## src/rtl/alu_pkg.sv

```systemverilog
// Shared definitions for the ALU controller: op codes, ALU Func codes,
// controller states and the multiply iteration count.
package alu_pkg;

    typedef enum logic [3:0] {
        OP_ADD   = 4'd0,
        OP_SUB   = 4'd1,
        OP_AND   = 4'd2,
        OP_OR    = 4'd3,
        OP_NOR   = 4'd4,
        OP_NAND  = 4'd5,
        OP_SLTU  = 4'd6,
        OP_SLT   = 4'd7,
        OP_XOR   = 4'd8,
        OP_PASSA = 4'd9,
        OP_PASSB = 4'd10,
        OP_BEQ   = 4'd11,
        OP_BNE   = 4'd12,
        OP_MULU  = 4'd13
    } op_e;

    // Codes at or above this value are undefined
    localparam int unsigned OP_NUM = 14;

    localparam logic [5:0] FUNC_ADD   = 6'b000010;
    localparam logic [5:0] FUNC_SUB   = 6'b000100;
    localparam logic [5:0] FUNC_AND   = 6'b001000;
    localparam logic [5:0] FUNC_OR    = 6'b010000;
    localparam logic [5:0] FUNC_NOR   = 6'b100000;
    localparam logic [5:0] FUNC_NAND  = 6'b000011;
    localparam logic [5:0] FUNC_SLTU  = 6'b000101;
    localparam logic [5:0] FUNC_SLT   = 6'b001001;
    localparam logic [5:0] FUNC_XOR   = 6'b010001;
    localparam logic [5:0] FUNC_PASSA = 6'b100101;
    localparam logic [5:0] FUNC_PASSB = 6'b101001;
    localparam logic [5:0] FUNC_BEQ   = 6'b100011;
    localparam logic [5:0] FUNC_BNE   = 6'b100001;

    typedef enum logic [1:0] {
        ST_IDLE = 2'd0,
        ST_EXEC = 2'd1,
        ST_MUL  = 2'd2,
        ST_RESP = 2'd3
    } state_e;

    localparam int unsigned MUL_ITERS = 32;
    localparam int unsigned CNT_W     = 5;

    // MULU and anything unmapped fall back to ADD so the ALU never sees an illegal Func
    function automatic logic [5:0] op_to_func(input op_e op);
        logic [5:0] func;
        case (op)
            OP_ADD:   func = FUNC_ADD;
            OP_SUB:   func = FUNC_SUB;
            OP_AND:   func = FUNC_AND;
            OP_OR:    func = FUNC_OR;
            OP_NOR:   func = FUNC_NOR;
            OP_NAND:  func = FUNC_NAND;
            OP_SLTU:  func = FUNC_SLTU;
            OP_SLT:   func = FUNC_SLT;
            OP_XOR:   func = FUNC_XOR;
            OP_PASSA: func = FUNC_PASSA;
            OP_PASSB: func = FUNC_PASSB;
            OP_BEQ:   func = FUNC_BEQ;
            OP_BNE:   func = FUNC_BNE;
            default:  func = FUNC_ADD;
        endcase
        return func;
    endfunction

endpackage

```

## src/rtl/alu.sv

```systemverilog
// Combinational 32-bit ALU with a single shared add/subtract path.
// OV is carry-out for ADD/SUB, branch-taken for BEQ/BNE, otherwise 0.
module alu
    import alu_pkg::*;
(
    input  logic [31:0] a_i,
    input  logic [31:0] b_i,
    input  logic [5:0]  func_i,
    output logic [31:0] o_o,
    output logic        ov_o
);

    logic        sub;
    logic [31:0] b_op;
    logic [32:0] sum;
    logic        lt_u;
    logic        lt_s;
    logic        eq;

    always_comb begin
        sub  = (func_i != FUNC_ADD);
        b_op = sub ? ~b_i : b_i;
        sum  = {1'b0, a_i} + {1'b0, b_op} + {32'd0, sub};
        lt_u = ~sum[32];
        // On differing signs the negative operand is the smaller one
        lt_s = (a_i[31] ^ b_i[31]) ? a_i[31] : sum[31];
        eq   = (sum[31:0] == 32'd0);
    end

    always_comb begin
        o_o  = 32'd0;
        ov_o = 1'b0;
        case (func_i)
            FUNC_ADD: begin
                o_o  = sum[31:0];
                ov_o = sum[32];
            end
            FUNC_SUB: begin
                o_o  = sum[31:0];
                ov_o = sum[32];
            end
            FUNC_AND:   o_o = a_i & b_i;
            FUNC_OR:    o_o = a_i | b_i;
            FUNC_NOR:   o_o = ~(a_i | b_i);
            FUNC_NAND:  o_o = ~(a_i & b_i);
            FUNC_SLTU:  o_o = {31'd0, lt_u};
            FUNC_SLT:   o_o = {31'd0, lt_s};
            FUNC_XOR:   o_o = a_i ^ b_i;
            FUNC_PASSA: o_o = a_i;
            FUNC_PASSB: o_o = b_i;
            FUNC_BEQ: begin
                o_o  = sum[31:0];
                ov_o = eq;
            end
            FUNC_BNE: begin
                o_o  = sum[31:0];
                ov_o = ~eq;
            end
            default: begin
                o_o  = 32'd0;
                ov_o = 1'b0;
            end
        endcase
    end

endmodule

```

## src/rtl/alu_ctrl.sv

```systemverilog
// Request/response controller around a shared ALU; single-step ops plus a
// 32-iteration shift-add unsigned multiply that reuses the ALU adder.
//
//  state | meaning
//  IDLE  | ready for a request, ALU parked on ADD
//  EXEC  | one-cycle single-step op, result registered on exit
//  MUL   | shift-add iteration, down-counter terminates at zero
//  RESP  | result held until rsp_ready
module alu_ctrl
    import alu_pkg::*;
#(
    parameter int OPW = 4
) (
    input  logic           clk,
    input  logic           rst,
    input  logic           req_valid,
    output logic           req_ready,
    input  logic [OPW-1:0] req_op,
    input  logic [31:0]    req_a,
    input  logic [31:0]    req_b,
    output logic           rsp_valid,
    input  logic           rsp_ready,
    output logic [31:0]    rsp_data,
    output logic           rsp_ov
);

    state_e           state_q, state_d;
    op_e              op_q, op_d;
    logic [31:0]      a_q, a_d;
    logic [31:0]      b_q, b_d;
    logic [31:0]      acc_q, acc_d;
    logic [31:0]      mcand_q, mcand_d;
    logic [31:0]      mplier_q, mplier_d;
    logic [CNT_W-1:0] cnt_q, cnt_d;
    logic [31:0]      rsp_data_q, rsp_data_d;
    logic             rsp_ov_q, rsp_ov_d;

    logic             req_op_defined;
    op_e              req_op_e;
    logic [31:0]      alu_a;
    logic [31:0]      alu_b;
    logic [5:0]       alu_func;
    logic [31:0]      alu_o;
    logic             alu_ov;
    logic [31:0]      mul_acc_next;

    // Upper code bits beyond the enum width make the op undefined
    assign req_op_defined = (req_op < OPW'(OP_NUM));
    assign req_op_e       = op_e'(req_op[3:0]);
    assign mul_acc_next   = mplier_q[0] ? alu_o : acc_q;

    alu u_alu (
        .a_i    (alu_a),
        .b_i    (alu_b),
        .func_i (alu_func),
        .o_o    (alu_o),
        .ov_o   (alu_ov)
    );

    always_comb begin
        state_d    = state_q;
        op_d       = op_q;
        a_d        = a_q;
        b_d        = b_q;
        acc_d      = acc_q;
        mcand_d    = mcand_q;
        mplier_d   = mplier_q;
        cnt_d      = cnt_q;
        rsp_data_d = rsp_data_q;
        rsp_ov_d   = rsp_ov_q;
        alu_a      = acc_q;
        alu_b      = mcand_q;
        alu_func   = FUNC_ADD;

        case (state_q)
            ST_IDLE: begin
                if (req_valid) begin
                    op_d = req_op_e;
                    a_d  = req_a;
                    b_d  = req_b;
                    if (!req_op_defined) begin
                        rsp_data_d = 32'd0;
                        rsp_ov_d   = 1'b1;
                        state_d    = ST_RESP;
                    end else if (req_op_e == OP_MULU) begin
                        acc_d    = 32'd0;
                        mcand_d  = req_a;
                        mplier_d = req_b;
                        cnt_d    = CNT_W'(MUL_ITERS - 1);
                        state_d  = ST_MUL;
                    end else begin
                        state_d = ST_EXEC;
                    end
                end
            end

            ST_EXEC: begin
                alu_a      = a_q;
                alu_b      = b_q;
                alu_func   = op_to_func(op_q);
                rsp_data_d = alu_o;
                rsp_ov_d   = alu_ov;
                state_d    = ST_RESP;
            end

            ST_MUL: begin
                acc_d    = mul_acc_next;
                mcand_d  = mcand_q << 1;
                mplier_d = mplier_q >> 1;
                if (cnt_q == '0) begin
                    rsp_data_d = mul_acc_next;
                    rsp_ov_d   = 1'b0;
                    state_d    = ST_RESP;
                end else begin
                    cnt_d = cnt_q - CNT_W'(1);
                end
            end

            ST_RESP: begin
                if (rsp_ready) begin
                    state_d = ST_IDLE;
                end
            end

            default: state_d = ST_IDLE;
        endcase
    end

    always_ff @(posedge clk or posedge rst) begin
        if (rst) begin
            state_q    <= ST_IDLE;
            op_q       <= OP_ADD;
            a_q        <= 32'd0;
            b_q        <= 32'd0;
            acc_q      <= 32'd0;
            mcand_q    <= 32'd0;
            mplier_q   <= 32'd0;
            cnt_q      <= '0;
            rsp_data_q <= 32'd0;
            rsp_ov_q   <= 1'b0;
        end else begin
            state_q    <= state_d;
            op_q       <= op_d;
            a_q        <= a_d;
            b_q        <= b_d;
            acc_q      <= acc_d;
            mcand_q    <= mcand_d;
            mplier_q   <= mplier_d;
            cnt_q      <= cnt_d;
            rsp_data_q <= rsp_data_d;
            rsp_ov_q   <= rsp_ov_d;
        end
    end

    assign req_ready = (state_q == ST_IDLE);
    assign rsp_valid = (state_q == ST_RESP);
    assign rsp_data  = rsp_data_q;
    assign rsp_ov    = rsp_ov_q;

endmodule
```

## config.mk

```make
export PLATFORM = sky130hd
export DESIGN_NAME = alu_ctrl
export DESIGN_NICKNAME = d
export VERILOG_FILES = /design/src/rtl/alu_pkg.sv /design/src/rtl/alu.sv /design/src/rtl/alu_ctrl.sv
export SDC_FILE = /design/constraint.sdc
export NUM_CORES = 1
export LEC_CHECK = 0
export BUFFER_PORTS_ARGS = -buffer_cell sky130_fd_sc_hd__buf_2
export CORE_AREA = 3 3 250 179
export DETAILED_ROUTE_END_ITERATION = 16
export DIE_AREA = 0 0 253 182
export GPL_ROUTABILITY_DRIVEN = 0
export HOLD_SLACK_MARGIN = 0.03
export SLEW_MARGIN = 20
export SYNTH_ARGS = -nofsm -noshare
export SYNTH_HDL_FRONTEND = slang
export SYNTH_HIERARCHICAL = 1
export SYNTH_SLANG_ARGS = --single-unit
```

## constraint.sdc

```tcl
create_clock -name clk -period 13.8 [get_ports clk]
set_clock_uncertainty 0.2 [all_clocks]
set_input_delay 0.69 -clock clk [delete_from_list [all_inputs] [get_ports clk]]
set_output_delay 0.69 -clock clk [all_outputs]
set_load 0.01 [all_outputs]
```

==> qor.yml, run 1 <==
critical_path:
  reg2reg_depth: 21
  critical_path.endpoint: "rsp_data[0]$_DFFE_PP0P_"
  crit_chain: "inv_1 > ha_4 > buf_4 > nor3b_1 > nor2_1 > nand4b_1 > buf_4 > xnor2_1 > ha_1 > nand2_1 > nor4_1 > and3_1 > nand3_1 > a31oi_1 > o211ai_1 > o21ai_0 > a31oi_1 > o41ai_1 > mux2_2 > a22oi_1 > o31ai_1"
  crit_fanout: 68
  crit_start: "state_q[1]$_DFFE_PP0P_"
  arrival_ns: 7.89
  cp-start-kind: "flip-flop"
  slowest_stage: "nand4b_1"
  worst_setup_path_end_kind: "flip-flop"
  cp_data_required_time_ns: 14.03
  critPathKind: "reg -> reg"
  timing.rr.end: "rsp_data[0]$_DFFE_PP0P_"
  r2r_slack_ns: 6.14
  slowest_delay_ns: 0.71
  timing.rr.start: "state_q[1]$_DFFE_PP0P_"
final_layout:
  nets: 1901
  final_cell_mix: "282 x nand2_1, 204 x dfrtp_1, 134 x mux2_2"
  ff_latch_area_sq_um: 5100
  fillCellCount: 4241
  drive_above_1_share: 0.189
  n_antenna_cell: 0
  layout_commonest_cell: "nand2_1"
  multi_input_area_sq_um: 8840
  synthToLayoutAreaGrowth_pct: 12.0
yosys:
  syn_inst: 1697
  syn-mean-instance-area_sq_um: 8.72
  muxShareOfSynthArea: 0.105
  yosysUniqueCellTypes: 68
  ys_seq_area_frac: 0.345
  synth_edf_count: 0
  synth_nets: 1874
  synthAdderAreaFrac: 0.0893
  yosysWarnings: 6
  async_reset_ff_frac: 1.00
  synth_area_sq_um: 14800
  synth_top_family_by_area: "compound AO/OA/AOI/OAI gates"
  synth_ff_type: "dfrtp_1"
  synthXorXnorAreaFrac: 0.0349
  synth_compound_area_frac: 0.221
  yosys.area_share.simple: 0.142
  ys_ff_latch: 204
sta:
  slew_headroom: 0.271
  holdWs_ns: 0.106
  rsz0062_at_grt: "no"
  fmax_ghz: 0.130
  setup_viol_count_final: 0
  min_period_ns: 7.66
  worst_slew_pin_slew_ns: 1.09
  tns_ns: 0
  period_share: 0.555
  hold_viol: 0
  drv_slew: 0
placement:
  portBuffers: 106
  dp_hpwl_microns: 33100
cts:
  cts_sinks: 204
  tritoncts: "yes"
  cts.clk_slew.worst_paths_ns: 0.06
  cts_hold_repair.buffers: 0
  worstSkewPairLatency_ns: 0.53
  post_cts_resized: 0
  cts_setup_buffers: 0
  htree_num_levels: 1
  clock_path_buffers: 3
  root_buffer: "clkbuf_16"
  cts_made_buffers: 21
route:
  routed_wl_microns: 47500
  drc: 0
  detail-route-antenna-nets: 0
  wl_per_cell_microns: 20.7
  vias: 13500
  via_per_inst: 5.88
  firstDrtPassIters: 7
  drtIter0Drc: 1495
floorplan:
  die_y_microns: 182
  die_x_microns: 253
  ios: 107
  die_area_sq_um: 46000
  fp.coreArea_sq_um: 42300
  rows: 63
  initial_core_util: 0.350
global_route:
  grt_first_pass_wirelength_microns: 74200
  antenna_found_initial: 0
  grt_remaining_overflow: 0
  grtUsageTotal: 0.201
  grt_max_degree: 126
  first_global_vias: 13000
worst_hold_path:
  holdCritPathClass: "in -> async"
status:
  outcome: "complete, no violations"
run:
  maxCapViolCount: 0
[registers in the layout (all words and copies together), names as in the netlist, 4 cells and up]
signal    flops
rsp_data     32
b_q          32
op_q          4
acc_q        32
cnt_q         5
mcand_q      32
a_q          32
mplier_q     32
[how the worst min path moves through the flow]
stage	to	slack, ns	depth (start not counted)
after floorplan	mplier_q[10]$_DFFE_PP0P_	0.25	2
after global routing	mplier_q[21]$_DFFE_PP0P_	0.18	3
after CTS	mplier_q[26]$_DFFE_PP0P_	0.16	3
final	rsp_data[29]$_DFFE_PP0P_	0.11	2
after detailed placement	mplier_q[21]$_DFFE_PP0P_	0.26	2
after global placement	rsp_data[17]$_DFFE_PP0P_	0.26	2
[through the flow]
step                cells  area (sq um)   util  worst slack (ns)
floorplan            1697         14800      -              7.34
global placement     2253         15800  0.373              6.51
detailed placement   2253         15800  0.373              6.19
CTS                  2290         16600  0.392              6.18
global route         2290         16600  0.392              5.57
finish               2290         16600  0.392              6.14
[worst max-delay path, delay by kind of cell, from the launching register on]
kind                     cells  cell delay, ns
AO/OA/AOI/OAI                7            1.41
adder cells (fa/ha/maj)      2            1.15
multiplexers                 1            0.25
AND/OR/NAND/NOR              7            2.57
flip-flops                   1            0.43
XOR/XNOR                     1            0.12
buffers and inverters        3            1.27
[logic make-up after synthesis]
logic type,Yosys count
compound gates,477
xor+xnor,59
fa+ha+maj,105
buf+inv,241
flops,204
mux,138
simple gates,473
[per-layer routing]
| metal | global-route usage | up-vias | wire length, microns | share of wire |
|---|---|---|---|---|
| met1 | 0.312 | 6642 | 23500 | 0.49 |
| met2 | 0.285 | 536 | 19400 | 0.41 |
| met4 | 0.0454 | 0 | 998 | 0.021 |
| met3 | 0.0367 | 62 | 3640 | 0.077 |
| met5 | 0 | - | 0 | 0 |
| li1 | - | 6229 | - | - |
[Yosys cell counts, types with 10 or more instances]
cell type	n	area share
a21o_1	10	0.0051
a21oi_1	106	0.036
a222oi_1	31	0.021
a22oi_1	31	0.016
a31oi_1	13	0.0055
a32oi_1	63	0.037
and3_1	11	0.0047
buf_1	13	0.0033
clkbuf_1	103	0.026
dfrtp_1	204	0.34
ha_1	104	0.088
inv_1	117	0.030
mux2_2	134	0.10
nand2_1	283	0.072
nand3_1	10	0.0034
nand4_1	33	0.014
nor2_1	67	0.017
nor2b_1	13	0.0055
nor3_1	12	0.0041
o21ai_0	93	0.031
o22ai_1	30	0.013
o31ai_1	30	0.015
xnor2_1	51	0.030
[area by class of cell]
type                    count  area share
repair buffers            128      0.0422
well taps                 552      0.0417
clock buffers              25      0.0350
inverters                 117      0.0270
multi-input cells        1252       0.534
flip-flops and latches    204       0.308
clock inverters            12      0.0123
Power of run 1 is not shown: default switching activity piles up to over one toggle a cycle in this logic, so the estimate is an artifact.
==> run 2, diff against run 1 <==
--- a/config.mk
+++ b/config.mk
@@ -5,10 +5,11 @@
 export SDC_FILE = /design/constraint.sdc
 export NUM_CORES = 1
 export LEC_CHECK = 0
+export ABC_AREA = 1
 export BUFFER_PORTS_ARGS = -buffer_cell sky130_fd_sc_hd__buf_2
-export CORE_AREA = 3 3 250 179
+export CORE_AREA = 3 3 259 184
 export DETAILED_ROUTE_END_ITERATION = 16
-export DIE_AREA = 0 0 253 182
+export DIE_AREA = 0 0 262 187
 export GPL_ROUTABILITY_DRIVEN = 0
 export HOLD_SLACK_MARGIN = 0.03
 export SLEW_MARGIN = 20
==> constraint.sdc (replaced) <==
create_clock -name clk -period 7.83 [get_ports clk]
set_clock_uncertainty 0.2 [all_clocks]
set_input_delay 0.3915 -clock clk [delete_from_list [all_inputs] [get_ports clk]]
set_output_delay 0.3915 -clock clk [all_outputs]
set_load 0.01 [all_outputs]
==> run 2 against run 1 <==
Sequential cell count unchanged; via count up 20%; sequential share of layout area shrank 2.7 points; register-to-register slack lost 4.3 ns; cell area up 9.7%; synthesized cell count up 38%; die area rose by 6.4%; core utilization increased by 0.97 points; final cell count increased by 34%; count of clock-buffer cells in the layout is 9 higher.
==> qor.yml, run 2 <==
yosys:
  netlist.area_leader.share: 0.323
  synth_ff_type: "dfrtp_1"
  synth_commonest_cells: "774 x nand2_1, 359 x inv_1, 276 x o21ai_0, 204 x dfrtp_1, 104 x ha_1"
  yosysWarnings: 6
  synth_edf_count: 0
  synth_area_sq_um: 15800
  yosysMostFrequentCell: "nand2_1"
  syn_inst: 2344
  synth_nets: 2521
  ys_ff_latch: 204
  syn-mean-instance-area_sq_um: 6.75
  yosysTopAreaCell: "dfrtp_1"
  yosysUniqueCellTypes: 47
  ys_seq_area_frac: 0.323
  yosys-top-cells-area: "dfrtp_1 32%, nand2_1 18%, o21ai_0 8.7%"
  async_reset_ff_frac: 1.00
route:
  drc: 0
  vias: 16100
  wl_per_cell_microns: 17.6
  drtIter0Drc: 1531
  firstDrtPassIters: 6
  detail-route-antenna-nets: 0
  routed_wl_microns: 54000
  via_per_inst: 5.25
cts:
  htree_num_levels: 1
  cts_made_buffers: 23
  tritoncts: "yes"
  cts_sinks: 204
  clock_path_buffers: 3
  post_cts_resized: 0
  worstSkewPairLatency_ns: 0.55
  root_buffer: "clkbuf_16"
  cts.clk_slew.worst_paths_ns: 0.06
floorplan:
  ios: 107
  rows: 65
  fp.coreArea_sq_um: 45200
  die_x_microns: 262
  initial_core_util: 0.350
  die_area_sq_um: 49000
  die_y_microns: 187
sta:
  finalWorstSetupSlack_ns: 1.83
  min_period_ns: 6.00
  setup_viol_count_final: 0
  fmax_ghz: 0.167
  slew_headroom: 0.259
  hold_viol: 0
  rsz0062_at_grt: "no"
  period_share: 0.767
  worst_slew_pin_slew_ns: 1.11
  tns_ns: 0
  drv_slew: 0
final_layout:
  fillCellCount: 4802
  n_antenna_cell: 0
  synthToLayoutAreaGrowth_pct: 14.9
  final_cells: 3075
  final_cell_mix: "774 x nand2_1, 358 x inv_1, 276 x o21ai_0"
  nets: 2635
  layout_commonest_cell: "nand2_1"
  drive_above_1_share: 0.0918
critical_path:
  timing.rr.start: "state_q[1]$_DFFE_PP0P_"
  slowest_delay_ns: 0.59
  crit_start: "state_q[1]$_DFFE_PP0P_"
  cpMostUsedCell: "nand2_1"
  worst_setup_path_end_kind: "flip-flop"
  cp_data_required_time_ns: 8.11
  crit_fanout: 66
  arrival_ns: 6.29
  slowest_stage: "ha_4"
  cp-start-kind: "flip-flop"
  critPathKind: "reg -> reg"
global_route:
  grt_first_pass_wirelength_microns: 85800
  first_global_vias: 15600
  grt_max_degree: 105
  antenna_found_initial: 0
  grt_remaining_overflow: 0
  grtUsageTotal: 0.218
run:
  maxCapViolCount: 0
placement:
  portBuffers: 106
  dp_hpwl_microns: 38700
  dp_slack_ns: 1.96
  place_inst: 2966
worst_hold_path:
  min_from: "req_valid"
  holdCritPathClass: "in -> reg"
status:
  outcome: "complete, no violations"
==> run 2: cell families after synthesis <==
kind of cell,Yosys count,synth area share
and+or+nand+nor,1022,0.263
AOI/OAI and AO/OA,501,0.189
buffers and inverters,475,0.121
DFF,204,0.323
adders and majority gates,105,0.0835
xor gates and xnor gates,37,0.0205
==> run 2: area by class of cell <==
cell class,count,area (sq um),share of cell area
inverters,365,1380,0.0759
clock inverters,5,42.5,0.00234
flip-flops and latches,204,5100,0.281
repair buffers,199,1400,0.0773
well taps,603,754,0.0415
multi-input cells,1665,8840,0.486
clock buffers,34,647,0.0356
==> run 2: path summary, 6_finish.rpt <==
check | slack [ns] | cells after the start | endpoint
worst max-delay path | 1.83 | 25 | rsp_data[20]$_DFFE_PP0P_
worst min-delay path | 0.16 | 4 | a_q[3]$_DFFE_PP0P_
worst max register to register | 1.83 | 25 | rsp_data[20]$_DFFE_PP0P_
worst min register to register | 0.27 | 2 | cnt_q[4]$_DFFE_PP0P_
max in group asynchronous | 5.86 | 4 | acc_q[4]$_DFFE_PP0P_
min in group asynchronous | 0.26 | 3 | mplier_q[21]$_DFFE_PP0P_
==> run 2: repair_timing <==
action,in CTS,in global routing
buffers inserted,0,0
hold buffers,70,0
endpoints found under the hold margin,181,0
setup endpoints to repair,0,0
==> run 2: routing by layer <==
layer | routed length, microns | vias to the layer above | track usage
met1 | 26000 | 7687 | 0.332
li1 | - | 7750 | -
met2 | 22200 | 609 | 0.321
met3 | 4390 | 84 | 0.0295
met5 | 0 | - | 0
met4 | 1410 | 0 | 0.0561
==> run 2: worst max-delay path, delay by kind of cell (launching register included) <==
kind                       cells  cell delay, ns
DFF                            1            0.45
buffers and inverters          4            0.71
adders and majority gates      2            0.96
and+or+nand+nor               13            1.94
AOI/OAI and AO/OA              5            1.49
xor gates and xnor gates       1            0.17
==> run 2: metrics by stage <==
stage | util | hold slack, ns | instance area (sq um)
after CTS | 0.402 | 0.132 | 18200
after detailed placement | 0.371 | 0.265 | 16800
final | 0.402 | 0.156 | 18200
after global placement | 0.371 | 0.259 | 16800
after floorplan | - | 0.241 | 15800
after global routing | 0.402 | 0.175 | 18200
Power of run 2 is left out for the same reason.
==> run 3, diff against run 2 <==
==> constraint.sdc (replaced) <==
create_clock -name clk -period 6.3 [get_ports clk]
set_clock_uncertainty 0.2 [all_clocks]
set_input_delay 0.315 -clock clk [delete_from_list [all_inputs] [get_ports clk]]
set_output_delay 0.315 -clock clk [all_outputs]
set_load 0.01 [all_outputs]
==> run 3 against run 2 <==
Hold slack lost 0.077 ns; sequential share of layout area shrank 0.28 points; critical path depth is 1 lower; count of clock-buffer cells in the layout decreased by 5; final cell count grew 0.23%; first-iteration DRC count is 19% higher; die area did not move; non-clock buffer count rose by 5; highest routed layer is now met5; critical path type unchanged.
==> qor.yml, run 3 (same netlist as run 2, synthesis figures left out) <==
critical_path:
  cp_data_required_time_ns: 6.55
  critPathKind: "reg -> reg"
  crit_fanout: 16
  worst_setup_path_end_kind: "flip-flop"
  r2r_slack_ns: 1.0
  arrival_ns: 5.55
  timing.rr.start: "state_q[1]$_DFFE_PP0P_"
  reg2reg_depth: 24
  timing.rr.end: "rsp_data[20]$_DFFE_PP0P_"
  cp-start-kind: "flip-flop"
worst_hold_path:
  min_from: "req_valid"
  min_path_cells: 5
  holdCritPathClass: "in -> reg"
  holdPathEnd: "state_q[0]$_DFFE_PP0P_"
route:
  via_per_inst: 5.30
  routed_wl_microns: 55600
  detail-route-antenna-nets: 0
  vias: 16300
  drc: 0
  wl_per_cell_microns: 18.0
  drtIter0Drc: 1822
  firstDrtPassIters: 6
floorplan:
  die_y_microns: 187
  rows: 65
  die_area_sq_um: 49000
  die_x_microns: 262
  fp.coreArea_sq_um: 45200
  initial_core_util: 0.350
  ios: 107
cts:
  root_buffer: "clkbuf_16"
  htree_num_levels: 1
  tritoncts: "yes"
  post_cts_resized: 0
  clock_path_buffers: 3
  cts.clk_slew.worst_paths_ns: 0.06
  cts_sinks: 204
  worstSkewPairLatency_ns: 0.57
  cts_made_buffers: 23
  cts_setup_buffers: 0
sta:
  slew_headroom: 0.297
  drv_slew: 0
  fmax_ghz: 0.189
  period_share: 0.841
  hold_viol: 0
  worst_slew_pin_slew_ns: 1.05
  tns_ns: 0
  min_period_ns: 5.30
  setup_viol_count_final: 0
  rsz0062_at_grt: "no"
final_layout:
  nets: 2640
  n_antenna_cell: 0
  drive_above_1_share: 0.0964
  final_cell_mix: "774 x nand2_1, 358 x inv_1, 276 x o21ai_0"
  synthToLayoutAreaGrowth_pct: 16.0
  layout_commonest_cell: "nand2_1"
  fillCellCount: 4771
global_route:
  first_global_vias: 15700
  grt_first_pass_wirelength_microns: 88100
  grt_remaining_overflow: 0
  grt_max_degree: 98
  antenna_found_initial: 1
  grtUsageTotal: 0.224
run:
  maxCapViolCount: 0
status:
  outcome: "complete, no violations"
placement:
  portBuffers: 106
  dp_hpwl_microns: 40100
run 3: cell types whose count changed in the layout (fill, tap and decap cells not counted), sizes merged:
cell / delta
buf: +5
bufinv: +4
clkbuf: -5
clkinv: +2
inv: +1
run 3: per-layer routing:
layer  GRT usage  vias up  share of wire
li1            -     7751              -
met1       0.346     7727           0.48
met2       0.315      746           0.40
met3      0.0460      100          0.092
met4      0.0568        2          0.027
met5           0        -        0.00014
run 3: area by class of cell:
| class | instances | area [sq um] | share of cell area |
|---|---|---|---|
| clock buffer | 29 | 628 | 0.0342 |
| clock inverter | 12 | 185 | 0.0101 |
| inverter | 365 | 1380 | 0.0751 |
| multi-input combinational | 1665 | 8840 | 0.481 |
| sequential | 204 | 5100 | 0.278 |
| tap | 603 | 754 | 0.0411 |
| timing repair buffer | 204 | 1470 | 0.0799 |
run 3: repair_timing:
| action | 4_1_cts | 5_1_grt |
|---|---|---|
| hold endpoints to repair | 206 | 0 |
| setup endpoints to repair | 0 | 0 |
| hold buffers | 70 | 0 |
run 3: worst max-delay path by stage:
stage	slack [ns]	endpoint	from	cells after the start
6_report	1.0	rsp_data[20]$_DFFE_PP0P_	state_q[1]$_DFFE_PP0P_	24
4_1_cts	1.23	rsp_data[13]$_DFFE_PP0P_	state_q[1]$_DFFE_PP0P_	22
3_5_place_dp	1.23	rsp_data[13]$_DFFE_PP0P_	state_q[1]$_DFFE_PP0P_	22
2_1_floorplan	0.22	a_q[0]$_DFFE_PP0P_	rst	1
3_3_place_gp	1.26	rsp_data[13]$_DFFE_PP0P_	state_q[1]$_DFFE_PP0P_	22
5_1_grt	0.60	rsp_data[29]$_DFFE_PP0P_	state_q[1]$_DFFE_PP0P_	25
run 3: stage by stage:
stage	setup slack, ns	hold WS [ns]	instance area, sq um	cells	utilization
3_3_place_gp	1.26	0.227	16800	2970	0.372
3_5_place_dp	1.23	0.230	16800	2970	0.372
2_1_floorplan	0.218	0.236	15800	2344	-
6_report	0.999	0.0790	18400	3082	0.406
5_1_grt	0.599	0.0822	18400	3082	0.406
4_1_cts	1.23	0.0470	18300	3081	0.405
run 3: worst max-delay path, cell delays in order (launching register included):
cell	delay, ns
dfrtp_1	0.45
inv_1	0.14
ha_4	0.20
o21ai_0	0.11
a21oi_1	0.42
nor2_4	0.12
nand3_2	0.10
buf_4	0.31
xor2_1	0.18
inv_1	0.05
ha_1	0.36
a21oi_1	0.39
nand2_1	0.12
a21oi_1	0.28
nand3_1	0.27
nand2_1	0.12
nand2_1	0.13
a221oi_1	0.27
o2111ai_1	0.34
inv_1	0.13
nand2_1	0.06
nand3_1	0.12
a21oi_1	0.16
nand2_1	0.12
nand2_1	0.06
Power of run 3 is left out for the same reason.
